$ cat config.mk
export PLATFORM = sky130hd
export DESIGN_NAME = nf_uart_rx_buffer
export DESIGN_NICKNAME = d
export VERILOG_FILES = /design/src/rtl/nf_uart_pkg.sv /design/src/rtl/nf_uart_fifo_mem.sv /design/src/rtl/nf_uart_rx_buffer.sv
export SDC_FILE = /design/constraint.sdc
export NUM_CORES = 1
export LEC_CHECK = 0
export ABC_AREA = 1
export BUFFER_PORTS_ARGS = -buffer_cell sky130_fd_sc_hd__buf_2
export CAP_MARGIN = 10
export CORE_MARGIN = 1.5
export CORE_UTILIZATION = 60
export CTS_BUF_LIST = sky130_fd_sc_hd__clkbuf_4 sky130_fd_sc_hd__clkbuf_8
export DETAILED_ROUTE_END_ITERATION = 8
export PLACE_DENSITY = 0.86
export RECOVER_POWER = 25
export SLEW_MARGIN = 10
export SYNTH_ARGS = -nofsm -noshare
export SYNTH_HDL_FRONTEND = slang
export SYNTH_SLANG_ARGS = --single-unit
$ cat constraint.sdc
create_clock -name clk -period 5.1 [get_ports clk]
set_clock_uncertainty 0.2 [all_clocks]
set_input_delay 0 -clock clk [delete_from_list [all_inputs] [get_ports clk]]
set_output_delay 0 -clock clk [all_outputs]
set_load 0.05 [all_outputs]
$ cat src/rtl/nf_uart_pkg.sv
// Shared types for the UART receive path: capture FSM encoding and buffer sizing.
// Latency: n/a (types and constants only).
// Backpressure: n/a.
package nf_uart_pkg;

  // Capture handshake with nf_uart_receiver: one write per valid episode.
  typedef enum logic [1:0] {
    CAP_IDLE = 2'd0,
    CAP_ACK  = 2'd1,
    CAP_WAIT = 2'd2
  } cap_state_t;

  // Default FIFO depth is 2**DEPTH_LOG2_DEF = 16 bytes.
  localparam int DEPTH_LOG2_DEF = 4;

endpackage

$ cat src/rtl/nf_uart_fifo_mem.sv
// Byte storage for the receive FIFO: 2**DEPTH_LOG2 x 8 register array.
// Latency: write lands on the clock edge; read is combinational from raddr.
// Backpressure: none, the caller only writes when a slot is free.
// Ports: clk; we/waddr/wdata write port; raddr/rdata asynchronous read port.
// Contents are deliberately not reset; occupancy is tracked by the caller.
module nf_uart_fifo_mem #(
  parameter int DEPTH_LOG2 = 4
) (
  input  logic                  clk,
  input  logic                  we,
  input  logic [DEPTH_LOG2-1:0] waddr,
  input  logic [7:0]            wdata,
  input  logic [DEPTH_LOG2-1:0] raddr,
  output logic [7:0]            rdata
);

  logic [7:0] mem [2**DEPTH_LOG2];

  always_ff @(posedge clk) begin
    if (we) begin
      mem[waddr] <= wdata;
    end
  end

  assign rdata = mem[raddr];

endmodule

$ cat src/rtl/nf_uart_rx_buffer.sv
// Receive buffer behind nf_uart_receiver: acks each valid byte and queues it for the bus.
// Latency: byte stored on the edge rx_valid is seen in IDLE; visible on rd_data/count next cycle.
// Backpressure: never stalls the receiver; a byte arriving while full is dropped and flags overflow.
// Ports: clk/resetn; rx_data/rx_valid in, rx_val_set ack out; rd_req pop in, rd_data head
// (show-ahead, 0 when empty); empty/full/count status; overflow sticky with ovf_clr; fifo_clr flush.
module nf_uart_rx_buffer
  import nf_uart_pkg::*;
#(
  parameter int DEPTH_LOG2 = DEPTH_LOG2_DEF
) (
  input  logic                  clk,
  input  logic                  resetn,
  input  logic [7:0]            rx_data,
  input  logic                  rx_valid,
  output logic                  rx_val_set,
  input  logic                  rd_req,
  output logic [7:0]            rd_data,
  output logic                  empty,
  output logic                  full,
  output logic [DEPTH_LOG2:0]   count,
  output logic                  overflow,
  input  logic                  ovf_clr,
  input  logic                  fifo_clr
);

  localparam int CW = DEPTH_LOG2 + 1;
  localparam logic [DEPTH_LOG2:0] DEPTH_CNT = {1'b1, {DEPTH_LOG2{1'b0}}};

  cap_state_t state_q, state_d;
  logic       capture;

  logic [DEPTH_LOG2-1:0] wr_ptr_q, rd_ptr_q;
  logic [DEPTH_LOG2:0]   count_q;
  logic                  overflow_q;
  logic                  pop_ok, wr_ok, drop, mem_we;
  logic [7:0]            head_dat;

  // ---------------- capture FSM ----------------
  always_ff @(posedge clk or negedge resetn) begin
    if (!resetn) begin
      state_q <= CAP_IDLE;
    end else begin
      state_q <= state_d;
    end
  end

  always_comb begin
    state_d    = state_q;
    capture    = 1'b0;
    rx_val_set = 1'b0;
    case (state_q)
      CAP_IDLE: begin
        if (rx_valid) begin
          capture = 1'b1;
          state_d = CAP_ACK;
        end
      end
      CAP_ACK: begin
        rx_val_set = 1'b1;
        state_d    = CAP_WAIT;
      end
      CAP_WAIT: begin
        // Hold off until the receiver drops valid so a byte is written only once.
        if (!rx_valid) begin
          state_d = CAP_IDLE;
        end
      end
      default: state_d = CAP_IDLE;
    endcase
  end

  // ---------------- FIFO control ----------------
  assign empty  = (count_q == '0);
  assign full   = (count_q == DEPTH_CNT);
  assign pop_ok = rd_req && !empty;
  // A pop on a full FIFO frees a slot on the same edge, so the write still fits.
  assign wr_ok  = capture && (!full || pop_ok);
  assign drop   = capture && full && !pop_ok;
  // Flush discards any byte captured in the same cycle.
  assign mem_we = wr_ok && !fifo_clr;

  always_ff @(posedge clk or negedge resetn) begin
    if (!resetn) begin
      wr_ptr_q <= '0;
      rd_ptr_q <= '0;
      count_q  <= '0;
    end else if (fifo_clr) begin
      wr_ptr_q <= '0;
      rd_ptr_q <= '0;
      count_q  <= '0;
    end else begin
      if (wr_ok) begin
        wr_ptr_q <= wr_ptr_q + 1'b1;
      end
      if (pop_ok) begin
        rd_ptr_q <= rd_ptr_q + 1'b1;
      end
      case ({wr_ok, pop_ok})
        2'b10:   count_q <= count_q + CW'(1);
        2'b01:   count_q <= count_q - CW'(1);
        default: count_q <= count_q;
      endcase
    end
  end

  // Set beats clear when both happen together; a flush leaves the flag alone.
  always_ff @(posedge clk or negedge resetn) begin
    if (!resetn) begin
      overflow_q <= 1'b0;
    end else if (drop) begin
      overflow_q <= 1'b1;
    end else if (ovf_clr) begin
      overflow_q <= 1'b0;
    end
  end

  nf_uart_fifo_mem #(
    .DEPTH_LOG2 (DEPTH_LOG2)
  ) u_mem (
    .clk   (clk),
    .we    (mem_we),
    .waddr (wr_ptr_q),
    .wdata (rx_data),
    .raddr (rd_ptr_q),
    .rdata (head_dat)
  );

  // Stale memory contents must not leak out while the queue is empty.
  assign rd_data  = empty ? 8'h00 : head_dat;
  assign count    = count_q;
  assign overflow = overflow_q;

endmodule
* After elaboration in Yosys (flattened, before gate mapping)
Memory sizes are Yosys's and may differ from the RTL's. Index checks and enable logic that the tools add are counted. Widths: inputs -> output; s select.
Word-level totals: word-level logic and storage cells 51, output and inout port bits 17, flip-flop bits (word level) 16, memories 1, bits in latches 0, bits of input ports 14, RAM bits 128, memory bits (read-only) 0
Memory list:
- u_mem.mem | depth 16, width 8, read ports 1, clocked after memory_dff 0, write ports 1, line nf_uart_fifo_mem.sv:17 | logic [7:0] mem [2**DEPTH_LOG2];
Operators by class: equality and inequality tests 7, reduce and logical (&&, ||, !) cells 17, $add $sub $neg 4, muxes and demuxes 17, shifts and indexed selects 0, $lt $le $gt $ge 0, divide/modulo/power cells 0, bitwise logic cells 0, multiply operators 0
Operator list (number):
- $mux 4 | 4
- $pmux 5 s2 | 1
- $add 4x1->4 const B | 2
- $mux 8 | 1
- $mux 1 | 7
- $pmux 2 s3 | 1
- $reduce_bool 2->1 | 3
- $add 5x1->5 const B | 1
- $eq 5x5->1 const B | 1
- $logic_and 1x1->1 | 5
- $logic_not 5->1 | 1
- $mux 5 | 1
- $sub 5x1->5 const B | 1
- $eq 2x1->1 const B | 2
- $eq 2x2->1 const B | 2
- $logic_not 1->1 | 4
- $mux 2 | 2
- $ne 2x2->1 const B | 2
- $reduce_bool 3->1 | 1
- $logic_not 2->1 | 1
- $reduce_and 2->1 | 1
- $logic_or 1x1->1 | 1

* Depth between registers and ports, before layout
word-level depth 8, mapped depth 14

* Modules after synthesis
From an unflattened synthesis, not the netlist that was laid out.
Unflattened totals: cells, all modules 682, area, all modules 6625.1 um2
By module, submodules not included:
- nf_uart_fifo_mem | cells an instance 543, area each 5606.6 um2, instances 1, sequential area each 3843.7 um2
- nf_uart_rx_buffer | cells an instance 139, area each 1018.5 um2, instances 1, sequential area each 400.4 um2

* Worst setup path before layout
Ideal clock, no wire load.
path type reg2out, start point register count_q[4] (netlist: count[4]), end point output rd_data[0], slack 2514 ps, path buffers 0, required time 4900 ps, data arrival time 2386 ps, stages on the path, launching flop included 5, cell sequence dfrtp_1 -> inv_1 -> nand3_2 -> clkinv_1 -> a21oi_1
Between the ends: longest elaborated chain between the ends 2
RTL lines:
- start: declaration | line nf_uart_rx_buffer.sv:33 | logic [DEPTH_LOG2:0] count_q;
- start signal: assignment | line nf_uart_rx_buffer.sv:99 | 2'b10: count_q <= count_q + CW'(1);
- start signal: assignment | line nf_uart_rx_buffer.sv:100 | 2'b01: count_q <= count_q - CW'(1);
- start signal: assignment | line nf_uart_rx_buffer.sv:101 | default: count_q <= count_q;
- $logic_not 5->1 | line nf_uart_rx_buffer.sv:73 | assign empty = (count_q == '0);
- net empty | line nf_uart_rx_buffer.sv:18 | output logic empty,
- $mux 8 | line nf_uart_rx_buffer.sv:129 | assign rd_data = empty ? 8'h00 : head_dat;
- end: declaration | line nf_uart_rx_buffer.sv:17 | output logic [7:0] rd_data,
The timed path passes the listed nets, and every way through them passes these cells.

* Worst setup path in the final report
start point register rd_ptr_q[2], end point output rd_data[3]
Between the ends: longest elaborated chain between the ends 2
RTL lines:
- start: declaration | line nf_uart_rx_buffer.sv:32 | logic [DEPTH_LOG2-1:0] wr_ptr_q, rd_ptr_q;
- start signal: assignment | line nf_uart_rx_buffer.sv:96 | rd_ptr_q <= rd_ptr_q + 1'b1;
- $mem_v2 16x8
- $mux 8 | line nf_uart_rx_buffer.sv:129
No other way between the ends.

==> impl_metrics.json <==
{
  "synthArstFlopShare_pct": 11.1,
  "grt_max_degree": 68,
  "finalHoldViolCount": 0,
  "drcViolationCount": 0,
  "mostFrequentLayoutCell": "edfxtp_1",
  "cp.arrival_ns": 3.23,
  "crit_type": "reg -> out",
  "leakage_uw": 0.00239,
  "n_antenna_cell": 0,
  "finalCritPeriodShare_pct": 67.3,
  "drv_slew": 0,
  "layout-drive-gt1-share_pct": 12.3,
  "synth_top_cell_by_area": "edfxtp_1",
  "synth_area_um2": 6030,
  "port_buffers": 30,
  "antenna_found_initial": 0,
  "min_period_ns": 3.43,
  "avgSynthCellArea_um2": 12.1,
  "final-instance-count-excl-fill": 687,
  "grt_usage_pct": 28.1,
  "h-tree-depth": 4,
  "numCtsBuffers": 17,
  "yosys_warnings": 0,
  "max_cap_viol_count": 0,
  "tritoncts": "built",
  "synth_area_leaders": "edfxtp_1 64%, dfrtp_1 6.6%, o21ai_0 6.3%",
  "finalSetupViolations": 0,
  "setup_tns_ns": 0,
  "clk_pin_slew_worst_paths_ns": 0.07,
  "areaGrowthSynthToFinish_pct": 12.7,
  "tightest_slew_ns": 1.09,
  "yosysSeqAreaShare_pct": 70.3,
  "num_rows": 36,
  "gr-total-overflow": 0,
  "die-area_um2": 10700,
  "start_util_pct": 61.7,
  "power.density_nw_per_um2": 490,
  "chipWidth_um": 103,
  "slew_headroom_pct": 27.1,
  "vdd_drop_max_v": 0.000470,
  "cts-resized-gates": 0,
  "fmax_mhz": 291,
  "clockBufferDepth": 2,
  "io_pins": 31,
  "critPathCaptureType": "output port",
  "start_kind": "flip-flop",
  "hp-class": "in -> reg",
  "crit_fanout": 18,
  "placedCellCount": 640,
  "viasPerCell": 6.18,
  "final_area_um2": 6800,
  "grt_pass1_wl_mm": 21.4,
  "num_vias": 4248,
  "place_congestion": 0.888,
  "postCtsSetupBuffers": 0,
  "place.detailed.hpwl_mm": 8.21,
  "cts_num_sinks": 144,
  "layout_common_cells": "128 x edfxtp_1, 100 x nor2_1, 76 x o21ai_0",
  "ys_ff_latch": 144,
  "postSynthCellCount": 500,
  "finalWirelength_mm": 14.0,
  "grt_pass1_vias": 4166,
  "core_area_um2": 9770,
  "synth_ff_type": "edfxtp_1",
  "wl_per_cell_um": 20.4,
  "insertion_delay_ns": 0.44,
  "rsz0062_at_grt": "no",
  "drtIter0Drc": 569,
  "synth_top_area_share_pct": 63.7,
  "ant_nets": 0,
  "fp.dieH_um": 103,
  "cts_root_buf": "clkbuf_8",
  "dr.pass1.iters": 5,
  "synth.distinct_cells": 31,
  "place_area_um2": 6240,
  "synth_edf_count": 128,
  "worstPathRequired_ns": 4.90,
  "synth_nets": 521,
  "status": "completed",
  "fin_nets": 563
}
cell usage after synthesis, drive strengths merged (2+ instances only):
| cell type | count |
|---|---|
| nand3 | 26 |
| a21oi | 12 |
| buf | 17 |
| nor2 | 102 |
| nand4 | 3 |
| clkinv | 2 |
| o22ai | 11 |
| clkbuf | 8 |
| o221ai | 22 |
| nand2 | 35 |
| inv | 24 |
| nor3 | 2 |
| edfxtp | 128 |
| ha | 7 |
| o21ai | 80 |
| dfrtp | 16 |
what timing repair did:
action / CTS / global route
hold buffers: 16 / 0
endpoints found under the hold margin: 159 / 0
endpoints found under the setup margin: 0 / 0
routing by layer:
| metal | vias to the layer above | wire length, um | track usage (%) |
|---|---|---|---|
| met2 | 248 | 6870 | 46.1 |
| met4 | 0 | 452 | 12.5 |
| met3 | 50 | 1210 | 5.65 |
| met1 | 2049 | 5460 | 36.8 |
| met5 | - | 0 | 0 |
| li1 | 1901 | - | - |
through the flow:
step / hold WS, ns / power (uW) / setup slack, ns / util [%]
floorplan: -0.496 / 2170 / 2.51 / -
global placement: -0.263 / 2370 / 2.41 / 63.9
detailed placement: -0.261 / 2410 / 2.32 / 63.9
CTS: 0.162 / 3310 / 1.83 / 69.6
global route: 0.202 / 3470 / 1.62 / 69.5
finish: 0.176 / 3330 / 1.67 / 69.5
final timing paths:
kind                             start          end  slack, ns  cells after the start
min in group asynchronous       resetn     count[4]       0.52                      3
min reg2reg                   count[4]     count[4]       0.32                      2
max in group asynchronous       resetn  rd_ptr_q[0]       3.63                      3
max reg2reg                rd_ptr_q[2]  rd_ptr_q[2]       2.50                      3
max                        rd_ptr_q[2]   rd_data[3]       1.67                      5
min                           rx_valid   state_q[1]       0.18                      4
area by class of cell:
cell class	instances	area [um2]
Sequential cell	144	4250
Fill cell	647	2980
Multi-Input combinational cell	305	1570
Timing Repair Buffer	48	318
Clock buffer	17	234
Clock inverter	14	168
Tap cell	133	166
Inverter	26	97.6
worst max-delay path: stages (launching register included):
cell and delay (ns):
dfrtp_1 0.90, clkinv_1 0.84, o221ai_1 0.34, nand3_1 0.13, a21oi_1 0.25, buf_2 0.32
registers in the layout (all words and copies together) (netlist names):
name       cells
count          5
overflow       1
rd_ptr_q       4
state_q        2
u_mem.mem    128
wr_ptr_q       4
power by group:
part | switching, uW | leakage (uW) | internal, uW
registers | 81.2 | 0.00136 | 1330
logic | 750 | 0.000835 | 261
clock network | 431 | 0.000189 | 479
kinds of logic after synthesis:
| kind of cell | after synthesis | share of synthesized area, % |
|---|---|---|
| adders and majority gates | 7 | 1.45 |
| DFF | 144 | 70.3 |
| and+or+nand+nor | 169 | 11.9 |
| AOI/OAI and AO/OA | 127 | 12.4 |
| xor gates and xnor gates | 2 | 0.290 |
| buffers and inverters | 51 | 3.65 |
No activity file was read; power rests on OpenSTA's default activity.
